### src/rtl/jk_exciter.sv
// jk_exciter: drives J/K excitation for an external JK bank toward a target word, with feedback check and retry
module jk_exciter #(
    parameter int WIDTH     = 4,
    parameter bit DC_POLICY = 1'b0,
    parameter int MAX_RETRY = 2
) (
    input  logic             clk,
    input  logic             rst_n,
    input  logic             tgt_valid,
    input  logic [WIDTH-1:0] tgt_data,
    output logic             tgt_ready,
    input  logic [WIDTH-1:0] q_fb,
    output logic [WIDTH-1:0] j,
    output logic [WIDTH-1:0] k,
    output logic             busy,
    output logic             done,
    output logic             err,
    input  logic             err_clr
);
    typedef enum logic [1:0] {IDLE, DRIVE, CHECK} state_t;

    localparam logic [WIDTH-1:0] DCV = {WIDTH{DC_POLICY}};

    state_t           state, state_nxt;
    logic [WIDTH-1:0] tgt_q, cur_q, tgt_nxt, cur_nxt, j_nxt, k_nxt;
    logic [2:0]       retry;
    logic             live, take, hit, again, give_up;

    assign tgt_ready = live && state == IDLE;
    assign busy      = state != IDLE;
    assign take      = tgt_valid && tgt_ready;
    assign hit       = state == CHECK && q_fb == tgt_q;
    assign again     = state == CHECK && !hit && retry < 3'(MAX_RETRY);
    assign give_up   = state == CHECK && !hit && !(retry < 3'(MAX_RETRY));

    // state register; reset parks the FSM in IDLE immediately
    always_ff @(posedge clk or negedge rst_n) begin
        if (!rst_n) state <= IDLE;
        else        state <= state_nxt;
    end

    // next state: DRIVE always lasts one cycle, CHECK either retries or finishes
    always_comb begin
        state_nxt = take ? DRIVE : state == DRIVE ? CHECK : again ? DRIVE : IDLE;
    end

    // excitation for the upcoming DRIVE cycle, computed from the values being latched so j/k can be registered
    always_comb begin
        tgt_nxt = take ? tgt_data : tgt_q;
        cur_nxt = (take || again) ? q_fb : cur_q;
        j_nxt   = state_nxt == DRIVE ? ((~cur_nxt & tgt_nxt) | (cur_nxt & DCV)) : '0;
        k_nxt   = state_nxt == DRIVE ? ((cur_nxt & ~tgt_nxt) | (~cur_nxt & DCV)) : '0;
    end

    // datapath and status registers; err set takes priority over err_clr
    always_ff @(posedge clk or negedge rst_n) begin
        if (!rst_n) begin
            tgt_q <= '0;
            cur_q <= '0;
            retry <= '0;
            j     <= '0;
            k     <= '0;
            done  <= 1'b0;
            err   <= 1'b0;
            live  <= 1'b0;
        end else begin
            tgt_q <= tgt_nxt;
            cur_q <= cur_nxt;
            retry <= take ? 3'd0 : again ? 3'(retry + 3'd1) : retry;
            j     <= j_nxt;
            k     <= k_nxt;
            done  <= hit;
            err   <= give_up || (err && !err_clr);
            live  <= 1'b1;
        end
    end
endmodule

### config.mk
export PLATFORM = sky130hd
export DESIGN_NAME = jk_exciter
export DESIGN_NICKNAME = d
export VERILOG_FILES = /design/src/rtl/jk_exciter.sv
export SDC_FILE = /design/constraint.sdc
export NUM_CORES = 1
export LEC_CHECK = 0
export CORE_MARGIN = 8
export CORE_UTILIZATION = 47
export DETAILED_ROUTE_END_ITERATION = 10
export PLACE_DENSITY = 0.8
export SYNTH_ARGS = -nofsm -noshare
export SYNTH_HDL_FRONTEND = slang
export SYNTH_SLANG_ARGS = --single-unit
### constraint.sdc
create_clock -name clk -period 2.2 [get_ports clk]
set_input_delay 0.22 -clock clk [delete_from_list [all_inputs] [get_ports clk]]
set_output_delay 0.22 -clock clk [all_outputs]
set_load 0.05 [all_outputs]
==> results.md <==
* Clock transition at path regs at 0.10 ns
* Initial antenna violation count at 0
* Top-count cell post-synth: dfrtp_1
* Die W at 57.44 um
* Clk_skew at 0.004216 ns
* CTS tree: built
* Sw Ratio at 42.85%
* Crit. Startpoint: state[0]$_DFF_PN0_
* Post-synth cell types at 22
* Area Overhead vs Synth at 34.88%
* Post-synth top area share at 62.02%
* Via-to-Cell Ratio at 4.963
* Unrepaired setup endpoints after global routing: false
* Routed Wire Length at 1.535 mm
* Critical path launch point type: flop
* Grt ovf at 0
* GRT Util Overall at 9.745%
* Final nets at 107
* Antenna Violating Nets Remaining at 0
* Placed cells at 106
* Worst vdd ir at 0.0005194 V
* #FFs+latches synth at 20
* Initial DRC count at 8
* Fin util at 65.17%
* Synth cell count leaders: dfrtp_1 (20), nor2_1 (7), inv_1 (6)
* Clock Sinks at 20
* Min Tclk post-route at 2.007 ns
* Most area-consuming cells after synthesis: dfrtp_1 (62%), xnor2_1 (5.4%), mux2i_1 (5.0%)
* Overall power at 1.370 mW
* Register area share after synthesis at 62.02%
* Finished Layout Cells at 109
* Int Power at 783.0 uW
* CTS buffer count at 3
* Leak at 0.5028 nW
* RR Startpoint: state[0]$_DFF_PN0_
* Die area at 0.003299 mm^2
* Layout cells sized above 1 at 9.783%
* DR WL/cell at 14.08 um
* Post-CTS Setup Inserts at 0
* Clock buffer depth at 2
* Syn nets at 79
* Pin count of the biggest net entering global routing at 21
* CTS H-Tree Depth at 1
* Synth area leader: dfrtp_1
* PwrDens at 1259 mW/mm^2
* Async set-reset flop share out of synthesis at 100.0%
* Clock power share at 11.7%
* TNS Setup at 0 ns
* Worst-case reg-to-reg path depth at 4
* Area of the core at 0.001670 mm^2
* Synthesis Warnings at 0
* Sequential share of power at 40.0%
* Pins Over Slew Limit at 0
* # DRC at 0
* Final worst slack at 0.1934 ns
* Comb pwr share at 48.4%
* Relative slew slack at 66.13%
* Antenna Diode Count at 0
* Post-DP HPWL at 1.217 mm
* Tcrit/Tclk final at 91.21%
* Num rows at 15
* Post-cts sizing count at 0
* Clk root buf: clkbuf_4
* Mapped Area at 807.0 um^2
* Top_reg_cell synth: dfrtp_1
* Placement Setup Slack at 0.4081 ns
* R2R Setup Slk at 0.47 ns
* Vias at 541
* Effective utilization at floorplan at 48.31%
* Max-cap violations at 0
* Status: finished, final reports clean
* Cts hold-fix bufs at 0
* Hold Vio Cnt, Final at 0
* First-pass GRT wire length at 2.504 mm
* CP Capture Type: output pin
* Setup CP Type: reg -> out
* Number of synthesized flops with an enable pin at 0
* Die Ht at 57.44 um
* Router iterations before antenna repair at 4
* Worst-Skew Late Latency at 0.29 ns
* RR Endpoint: k[0]$_DFF_PN0_
* Port bufs at 23
* Fillers at 118
* Worst-Margin Slew at 0.5065 ns
* Cell count after synthesis at 66
* Avg Cell Area, Syn at 12.23 um^2
* Arrival @ worst endpoint at 1.79 ns
* Vias in the first global route at 557
* Final Setup Violations at 0
* Peak Freq at 0.4984 GHz
* CP Data Required Time at 1.98 ns
* Final Wtd Congestion at 0.7779
* IO Pins at 24
* CP max FO at 5
* Switching power at 587.0 uW
* HP Class: in -> async
-- sequential cells by signal (all words and copies together) (netlist names) --
name	count
tgt_q	4
live	1
done	1
retry	3
k	4
err	1
j	4
state	2
-- metal layers --
layer	vias up	routed length (um)	part of all wire, %	GRT usage (%)
li1	272	-	-	-
met1	254	668	44	11.60
met2	13	747	49	15.27
met3	2	100	6.5	1.570
met4	0	19	1.2	7.500
met5	-	0	0	0
-- power groups by stage --
stage	logic, mW	registers, mW	clock network, mW
3_5_place_dp	0.666	0.555	0
6_report	0.663	0.547	0.160
3_3_place_gp	0.654	0.551	0
4_1_cts	0.668	0.547	0.171
2_1_floorplan	0.341	0.675	0
5_1_grt	0.707	0.560	0.181
-- cells in the final DEF (no fill, tap or decap) --
cell type / synthesis / layout
clkdlybuf4s50_1: 0 / 23
dfrtp_1: 20 / 20
nor2_1: 7 / 7
inv_1: 6 / 6
xnor2_1: 5 / 5
mux2i_1: 4 / 4
and3_1: 4 / 4
nor3_1: 4 / 4
clkbuf_4: 0 / 3
a21oi_1: 2 / 2
nor3b_2: 0 / 1
and2_1: 1 / 1
nor2b_1: 1 / 1
or4b_4: 1 / 1
a41oi_4: 1 / 1
nor2_4: 1 / 1
inv_2: 1 / 1
nand4_1: 1 / 1
nand2b_1: 1 / 1
nand2_1: 1 / 1
o21ai_0: 1 / 1
ha_1: 1 / 1
conb_1: 1 / 1
buf_4: 0 / 1
-- critical path, stage by stage (launching register included) --
cell,delay [ns]
dfrtp_1,0.45
nor3b_2,0.22
clkdlybuf4s50_1,0.83
-- through the flow --
step	instance area, um^2	hold slack, ns
floorplan	812.0	-0.07559
global placement	1066	0.5025
detailed placement	1066	0.5115
CTS	1089	0.2597
global route	1089	0.2752
finish	1089	0.2606
-- worst max path at each step --
stage | cells past startpoint | endpoint
5_1_grt | 2 | tgt_ready
2_1_floorplan | 5 | k[0]$_DFF_PN0_
4_1_cts | 2 | tgt_ready
3_5_place_dp | 6 | k[0]$_DFF_PN0_
6_report | 2 | tgt_ready
3_3_place_gp | 6 | k[2]$_DFF_PN0_
-- logic make-up after synthesis --
family                     after synthesis  synth area share [%]
and+or+nand+nor                         23                 16.44
DFF                                     20                 62.02
buffers and inverters                    8                 3.875
other                                    1                0.4647
muxes                                    4                 4.961
adders and majority gates                1                 1.550
xor gates and xnor gates                 5                 5.426
AOI/OAI and AO/OA                        4                 5.271
-- final cells by class --
| class | instances | area, um^2 | area share, % |
|---|---|---|---|
| Timing Repair Buffer | 24 | 237.7 | 21.84 |
| Inverter | 7 | 26.28 | 2.414 |
| Clock buffer | 3 | 22.52 | 2.069 |
| Sequential cell | 20 | 500.5 | 45.98 |
| Tap cell | 17 | 21.27 | 1.954 |
| Multi-Input combinational cell | 38 | 280.3 | 25.75 |
Power figures use the tool's default switching activity.
